### config.mk
export PLATFORM = sky130hd
export DESIGN_NAME = mole_scheduler
export DESIGN_NICKNAME = d
export VERILOG_FILES = /design/src/rtl/mole_scheduler.sv
export SDC_FILE = /design/constraint.sdc
export NUM_CORES = 1
export LEC_CHECK = 0
export CORE_AREA = 2 2 161 163
export CTS_BUF_LIST = sky130_fd_sc_hd__clkbuf_4
export CTS_CLUSTER_SIZE = 12
export DETAILED_ROUTE_END_ITERATION = 6
export DIE_AREA = 0 0 163 165
export GPL_ROUTABILITY_DRIVEN = 0
export MAX_ROUTING_LAYER = met4
export PLACE_DENSITY = 0.5
export SYNTH_ARGS = -nofsm -noshare
export SYNTH_HDL_FRONTEND = slang
export SYNTH_SLANG_ARGS = --single-unit
### constraint.sdc
create_clock -name CLOCK_50 -period 4.82 [get_ports CLOCK_50]
set_clock_uncertainty 0.15 [all_clocks]
set_input_delay 0.964 -clock CLOCK_50 [delete_from_list [all_inputs] [get_ports CLOCK_50]]
set_output_delay 0.964 -clock CLOCK_50 [all_outputs]
set_load 0.005 [all_outputs]
### src/rtl/mole_scheduler.sv
// mole_scheduler: Whack-A-Mole round sequencer. Lights one pseudo-random LED
// per round, scores hits, counts misses and shrinks the window after every hit.
module mole_scheduler #(
  parameter int unsigned UP_CYCLES     = 25_000_000,
  parameter int unsigned MIN_UP_CYCLES = 6_250_000,
  parameter int unsigned STEP_CYCLES   = 1_562_500,
  parameter int unsigned GAP_CYCLES    = 12_500_000,
  parameter int unsigned FLASH_CYCLES  = 6_250_000,
  parameter int unsigned BLINK_CYCLES  = 12_500_000,
  parameter int unsigned ROUNDS        = 20,
  parameter logic [15:0] LFSR_SEED     = 16'hACE1
) (
  input  logic       CLOCK_50,
  input  logic       RESET,
  input  logic       start,
  input  logic [9:0] hit,
  output logic [9:0] LEDR,
  output logic [7:0] score,
  output logic [7:0] misses,
  output logic [7:0] round,
  output logic       busy,
  output logic       done
);

  function automatic int unsigned max_u(input int unsigned a, input int unsigned b);
    return (a > b) ? a : b;
  endfunction

  localparam int unsigned MAX_CYC = max_u(max_u(UP_CYCLES, GAP_CYCLES),
                                          max_u(FLASH_CYCLES, BLINK_CYCLES));
  localparam int unsigned TW      = max_u(32'($clog2(MAX_CYC + 1)), 32'd26);

  localparam logic [TW-1:0] GAP_LAST   = TW'(GAP_CYCLES - 1);
  localparam logic [TW-1:0] FLASH_LAST = TW'(FLASH_CYCLES - 1);
  localparam logic [TW-1:0] BLINK_LAST = TW'(BLINK_CYCLES - 1);
  localparam logic [32:0]   SHRINK_MIN = 33'(MIN_UP_CYCLES) + 33'(STEP_CYCLES);
  localparam logic [15:0]   LFSR_MASK  = 16'hB400;
  localparam logic [9:0]    LED_ALL    = 10'h3FF;
  localparam logic [9:0]    LED_END    = 10'h2AA;

  typedef enum logic [2:0] {
    S_IDLE,
    S_GAP,
    S_UP,
    S_FLASH,
    S_DONE
  } state_t;

  state_t        state;
  logic [TW-1:0] timer;
  logic [TW-1:0] window;
  logic [15:0]   lfsr;
  logic [3:0]    mole;

  logic [15:0]   lfsr_next_c;
  logic [3:0]    cand_c;
  logic [3:0]    mole_pick_c;
  logic [9:0]    mole_bit_c;
  logic          hit_ok_c;
  logic          hit_bad_c;
  logic          up_expire_c;
  logic          round_end_c;
  logic [7:0]    round_inc_c;
  logic          round_last_c;
  logic [TW-1:0] window_dec_c;
  logic [7:0]    score_inc_c;
  logic [7:0]    misses_inc_c;

  // Next LFSR value, mole choice, hit classification and round-end decode
  always_comb begin
    lfsr_next_c  = {1'b0, lfsr[15:1]} ^ (lfsr[0] ? LFSR_MASK : 16'h0000);
    cand_c       = 4'(lfsr % 16'd10);
    mole_pick_c  = cand_c;
    if (cand_c == mole) begin
      mole_pick_c = (cand_c == 4'd9) ? 4'd0 : cand_c + 4'd1;
    end
    mole_bit_c   = 10'(1) << mole;
    hit_ok_c     = (state == S_UP) && (hit == mole_bit_c);
    hit_bad_c    = (state == S_UP) && (hit != 10'd0) && !hit_ok_c;
    up_expire_c  = (state == S_UP) && (timer == window - TW'(1));
    round_end_c  = ((state == S_UP) && !hit_ok_c && (hit_bad_c || up_expire_c)) ||
                   ((state == S_FLASH) && (timer == FLASH_LAST));
    round_inc_c  = (round == 8'hFF) ? 8'hFF : round + 8'd1;
    round_last_c = (round_inc_c == 8'(ROUNDS));
    score_inc_c  = (score == 8'hFF) ? 8'hFF : score + 8'd1;
    misses_inc_c = (misses == 8'hFF) ? 8'hFF : misses + 8'd1;
    window_dec_c = (33'(window) >= SHRINK_MIN) ? window - TW'(STEP_CYCLES)
                                               : TW'(MIN_UP_CYCLES);
  end

  // Game FSM with registered LED drive, counters and status flags
  always_ff @(posedge CLOCK_50 or posedge RESET) begin
    if (RESET) begin
      state  <= S_IDLE;
      timer  <= '0;
      window <= TW'(UP_CYCLES);
      lfsr   <= LFSR_SEED;
      mole   <= 4'd0;
      LEDR   <= 10'd0;
      score  <= 8'd0;
      misses <= 8'd0;
      round  <= 8'd0;
      busy   <= 1'b0;
      done   <= 1'b0;
    end else begin
      lfsr <= lfsr_next_c;
      case (state)
        S_IDLE, S_DONE: begin
          if (start) begin
            state  <= S_GAP;
            timer  <= '0;
            window <= TW'(UP_CYCLES);
            score  <= 8'd0;
            misses <= 8'd0;
            round  <= 8'd0;
            LEDR   <= 10'd0;
            busy   <= 1'b1;
            done   <= 1'b0;
          end else if (state == S_DONE) begin
            if (timer == BLINK_LAST) begin
              timer <= '0;
              LEDR  <= ~LEDR;
            end else begin
              timer <= timer + TW'(1);
            end
          end
        end
        S_GAP: begin
          if (timer == GAP_LAST) begin
            state <= S_UP;
            timer <= '0;
            mole  <= mole_pick_c;
            LEDR  <= 10'(1) << mole_pick_c;
          end else begin
            timer <= timer + TW'(1);
          end
        end
        S_UP: begin
          if (hit_ok_c) begin
            state  <= S_FLASH;
            timer  <= '0;
            score  <= score_inc_c;
            window <= window_dec_c;
            LEDR   <= LED_ALL;
          end else if (hit_bad_c || up_expire_c) begin
            misses <= misses_inc_c;
          end else begin
            timer <= timer + TW'(1);
          end
        end
        S_FLASH: begin
          timer <= timer + TW'(1);
        end
        default: begin
          state <= S_IDLE;
          LEDR  <= 10'd0;
          busy  <= 1'b0;
          done  <= 1'b0;
        end
      endcase

      // Round end overrides the per-state next values above
      if (round_end_c) begin
        round <= round_inc_c;
        timer <= '0;
        if (round_last_c) begin
          state <= S_DONE;
          LEDR  <= LED_END;
          busy  <= 1'b0;
          done  <= 1'b1;
        end else begin
          state <= S_GAP;
          LEDR  <= 10'd0;
        end
      end
    end
  end

endmodule
# == Word-level counts from Yosys, hierarchy flattened ==
# Index checks and enable logic that the tools add are counted.
# word_totals
out_inout_bits,36
regBits,111
inputBits,13
word_cells,121
# op_classes
mux,47
shifts,2
div,1
reduce_logical,25
eq_ne,25
addsub,7
bitwise,2
magnitude_cmp,1
# op_table
cell,n
26-bit 2-to-1 mux,9
26-bit one-hot mux with 4 select lines,1
8-bit 2-to-1 mux,9
10-bit 2-to-1 mux,7
26-bit one-hot mux with 2 select lines,1
10-bit one-hot mux with 4 select lines,1
8-bit one-hot mux with 2 select lines,2
"26-bit by 1-bit adder with 26-bit output, second input constant",1
"26-bit by 23-bit == test with 1-bit output, second input constant",1
"26-bit by 24-bit == test with 1-bit output, second input constant",1
26-bit == test,1
"26-bit by 23-bit >= comparator with 1-bit output, second input constant",1
"26-bit by 1-bit subtractor with 26-bit output, second input constant",1
"26-bit by 21-bit subtractor with 26-bit output, second input constant",1
"8-bit by 1-bit adder with 8-bit output, second input constant",3
"8-bit == test, second input constant",3
"1-bit by 4-bit << shifter with 10-bit output, first input constant",2
"16-bit by 4-bit remainder unit with 16-bit output, second input constant",1
16-bit 2-to-1 mux,1
15-bit by 16-bit bitwise XOR with 16-bit output,1
3-bit 2-to-1 mux,5
"4-bit inequality test, second input constant",3
3-bit one-hot mux with 4 select lines,1
10-bit == test,1
other kinds (27),52

# == Depth between registers and ports, before layout ==
# depth
word_depth,10
depth_mapped,24
depth_no_buf,19

# == Worst setup path before layout ==
# No wires, ideal clock.
# synth_path
path_kind,register to register
startpoint,register lfsr[11]
endpoint,register LEDR[8]
path_stages_with_launch,23
synth_period_minus_slack_ns,5.305
setup_ns,0.073
t_arrival_ns,5.082
n_path_buf,3
slack_ns,-0.485
t_required_ns,4.597
cell_sequence,dfstp_2 -> buf_4 -> and4bb_1 -> o31ai_4 -> o211a_2 -> nor3_2 -> o21a_1 -> or3_1 -> buf_6 -> a31oi_4 -> o21ai_2 -> mux2_4 -> a32o_1 -> o21ai_4 -> buf_6 -> nor3_1 -> and4bb_1 -> a41oi_1 -> or4_4 -> a21oi_2 -> o21ai_1 -> or3b_1 -> a21oi_2
# synth_via
elab_chain_cells,8
word_cells_on_any_way,10
classes_between,add/sub: 1; div: 1; eq/ne: 2; shift: 1; mux: 5
# synth_lines
item,line,source
"start, declared",52,logic [15:0] lfsr;
"start signal, assigned",106,lfsr <= lfsr_next_c;
16-bit by 4-bit remainder unit with 16-bit output *,72,cand_c = 4'(lfsr % 16'd10);
4-bit by 1-bit adder with 4-bit output or 4-bit == test (tied branches),75,mole_pick_c = (cand_c == 4'd9) ? 4'd0 : cand_c + 4'd1;
4-bit 2-to-1 mux,75,
4-bit 2-to-1 mux *,74,if (cand_c == mole) begin
1-bit by 4-bit << shifter with 10-bit output *,133,LEDR <= 10'(1) << mole_pick_c;
10-bit 2-to-1 mux *,129,if (timer == GAP_LAST) begin
10-bit one-hot mux with 4 select lines *,107,case (state)
10-bit 2-to-1 mux *,163,if (round_end_c) begin
"end signal, assigned",122,LEDR <= ~LEDR;
"end signal, assigned",133,
"end, declared",17,"output logic [9:0] LEDR,"
# Mark *: on every way between the ends. The rest lies on a longest branch, timed or not. The select of a mux whose other input is x is not followed.
# A chain may end at the register's enable or synchronous reset.

# == Final worst setup path ==
# layout_path
startpoint,register lfsr[13]
endpoint,register LEDR[2]
# The elaborated chain is that of the path after synthesis.

==> impl_metrics.yaml <==
detailed_routing:
  route.detailed.drc: 0
  num_vias: 8743
  wire_per_inst_um: 16.60
  routed_via_density: 5.541
  wirelength_mm: 26.19
  ant_nets: 0
  drtIter0Drc: 662
  dr.pass1.iters: 6
min_path:
  hold_start: "lfsr[6]$_DFF_PP1_"
  hold_depth: 0
  hold_end: "lfsr[5]$_DFF_PP1_"
  worstHoldPathType: "flip-flop to flip-flop"
synthesis:
  synth_edf_count: 0
  ys_seq_area_share_pct: 31.74
  syn_inst: 1084
  ys_types: 105
  syn_area_um2: 8672
  synth_nets: 1105
  dominantRegCellSynth: "dfrtp_1"
  ys_ff_latch: 109
  async_flop_share_pct: 100.0
  ys_warn_count: 0
  synth.avg_cell_area_um2: 8.000
global_route:
  grt_pass1_vias: 8328
  grt.overflow.total: 0
  grt_pass1_wl_mm: 43.13
  grt_max_degree: 60
  grt_antenna_before_repair: 1
  grt.total_usage_pct: 20.27
timing:
  finalHoldViolations: 0
  tns_ns: -8.919
  finalCritPeriodShare_pct: 115.7
  relSlewSlack_pct: 39.79
  tightest_slew_ns: 0.9031
  max_freq_ghz: 0.1793
  fin_crit_ns: 5.576
  setup_ws_ns: -0.7565
  setup_viol: 14
  rsz0062_at_grt: "true"
  slew_viol_final: 0
pwr:
  leakagePower_nw: 4.780
  finalPower_mw: 2.258
  peakVddDrop_mv: 0.1326
  p_per_area_nw_per_um2: 197.0
place:
  hpwl_mm: 18.46
  place.port_buffers: 48
  placed_area_um2: 10430
  dp_cells: 1522
floorplan:
  die_h_um: 165
  dieArea_um2: 26900
  pin_count: 49
  rows: 58
  initial_utilization_pct: 34.64
  fp.dieW_um: 163
  core_um2: 25040
cells_and_area:
  multiInputGateArea_um2: 6178
  area_growth_pct: 32.13
  final_common_cell: "buf_4"
  design_area_um2: 11460
  register_area_um2: 2754
  layout_common_cells: "149 x buf_4, 103 x nor2_1, 92 x nand2_1"
  drive_gt1_share_pct: 27.43
  final_cell_count_no_fill: 1578
  fill_cells: 2500
  nets: 1263
outcome:
  outcome: "complete, but fails checks"
  violations: "negative setup slack"
worst_setup_path:
  path_max_fanout: 6
  timing.critical_path.slowest_cell_delay_ns: 0.61
  end_kind: "flip-flop"
  r2r_slack_ns: -0.76
  path_class: "flip-flop to flip-flop"
  r2r-start: "lfsr[13]$_DFF_PP1_"
  worstPathArrival_ns: 5.84
  cp-start-kind: "flip-flop"
  crit_required_ns: 5.09
  rr_endpoint: "LEDR[2]$_DFFE_PP0P_"
  path_cells: "or3b_4 -> a22oi_2 -> o21bai_4 -> o2111ai_2 -> o211ai_1 -> or3_4 -> buf_6 -> a31oi_4 -> o21ai_2 -> mux2_4 -> a22o_1 -> o31ai_4 -> and2_4 -> buf_6 -> nand4_1 -> buf_4 -> a41o_1 -> nand3_2 -> and3b_2 -> mux2i_2 -> buf_4 -> or2_1 -> o21ai_1"
  path_buf_inv: 4
  cpMaxStageDelayCell: "dfstp_2"
  cp_top_family: "compound AO/OA/AOI/OAI gates"
  reg2reg_depth: 23
clocking:
  cts-root-buf: "clkbuf_4"
  clock_latency_ns: 0.51
  numCtsBuffers: 9
  cts-htree-levels: 3
  cts_tree: "built"
  ctsHoldBuffers: 0
  cts.clk_slew.worst_paths_ns: 0.19
  cts_sinks: 109
  clockBufferDepth: 2
job:
  max_cap_violations: 0
==> synthesized netlist by cell type, types with 7 or more instances <==
library cell	n	area [um2]
nor2_1	109	409.1
nand2_1	101	379.1
dfrtp_1	89	2227
o21ai_0	69	345.3
a21oi_1	64	320.3
nand3_1	51	255.2
clkbuf_1	49	183.9
nor3_1	49	245.2
xor2_1	35	306.5
xnor2_1	34	297.8
inv_1	32	120.1
and3_1	25	156.4
dfstp_2	20	525.5
nand4_1	19	118.9
a31oi_1	15	93.84
buf_2	14	70.07
mux2i_1	14	140.1
nor4_1	14	87.58
or3_1	14	87.58
nand2b_1	13	81.33
nor3b_1	9	67.56
o21ai_1	9	45.04
o31ai_1	9	67.56
a211oi_1	8	60.06
and2_1	8	50.05
ha_1	8	100.1
nand3b_1	8	60.06
o22ai_1	8	50.05
a22oi_1	7	52.55
nor2b_1	7	43.79
o21a_1	7	52.55
==> through the flow <==
step / hold slack (ns) / util, % / setup slack [ns]
after detailed placement: 0.2954 / 41.66 / -0.7702
after global routing: 0.3154 / 45.77 / -0.9730
final: 0.3184 / 45.77 / -0.7565
after CTS: 0.3089 / 44.70 / -0.6666
after global placement: 0.2968 / 41.66 / -0.8255
after floorplan: 0.2019 / - / -0.3289
==> timing repair <==
item | 4_1_cts | 5_1_grt
endpoints found under the hold margin | 0 | 0
cloned | 3 | 0
pin swaps | 31 | 26
gates resized for setup | 78 | 50
setup buffers | 29 | 10
endpoints found under the setup margin | 14 | 15
==> registers in the layout, summed over array words and instances, names as in the netlist <==
signal,flops
timer,26
window,24
lfsr,16
LEDR,10
misses,8
round,8
score,8
mole,4
state,3
busy,1
done,1
==> worst register-to-register path, stage by stage (launching register included) <==
cell	delay [ns]
dfstp_2	0.61
or3b_4	0.39
a22oi_2	0.29
o21bai_4	0.16
o2111ai_2	0.19
o211ai_1	0.14
or3_4	0.44
buf_6	0.15
a31oi_4	0.15
o21ai_2	0.10
mux2_4	0.32
a22o_1	0.23
o31ai_4	0.33
and2_4	0.23
buf_6	0.11
nand4_1	0.13
buf_4	0.19
a41o_1	0.26
nand3_2	0.10
and3b_2	0.22
mux2i_2	0.27
buf_4	0.16
or2_1	0.11
o21ai_1	0.06
==> cells by family (layout without fill, tap and decap cells) <==
logic type	count (synthesis)	count (layout)	synth area share (%)
multiplexers	18	19	2.178
AO/OA/AOI/OAI	294	295	23.56
other	0	1	0
flip-flops	109	109	31.74
AND/OR/NAND/NOR	479	479	29.03
XOR/XNOR	69	69	6.969
buffers and inverters	105	266	5.136
adder cells (fa/ha/maj)	10	10	1.385
==> worst max-delay path by stage <==
stage	startpoint	endpoint	depth (start not counted)
6_report	lfsr[13]$_DFF_PP1_	LEDR[2]$_DFFE_PP0P_	23
5_1_grt	lfsr[13]$_DFF_PP1_	LEDR[8]$_DFFE_PP0P_	20
4_1_cts	lfsr[13]$_DFF_PP1_	LEDR[8]$_DFFE_PP0P_	23
3_5_place_dp	lfsr[13]$_DFF_PP1_	LEDR[9]$_DFFE_PP0P_	21
3_3_place_gp	lfsr[10]$_DFF_PP1_	LEDR[9]$_DFFE_PP0P_	22
2_1_floorplan	lfsr[11]$_DFF_PP1_	LEDR[8]$_DFFE_PP0P_	22
==> report_power, final <==
group | switching (mW) | internal, mW | total, mW
sequential | 0.143 | 1.03 | 1.17
combinational | 0.275 | 0.288 | 0.563
clock | 0.346 | 0.175 | 0.521
total | 0.764 | 1.49 | 2.26
==> area by class of cell <==
class,count,area share [%]
timing repair buffer,216,15.92
clock buffer,10,0.6552
antenna,1,0.02184
clock inverter,6,0.6879
inverter,34,1.157
tap,330,3.603
sequential,109,24.03
multi-input combinational,872,53.92
==> metal layers <==
metal / share of wire (%) / up-vias / track usage, %
li1: - / 4314 / -
met1: 48 / 4264 / 27.52
met2: 48 / 138 / 32.59
met3: 2.7 / 27 / 1.883
met4: 1.5 / 0 / 5.350
met5: 0 / - / -
(Power assumes the default switching activity.)
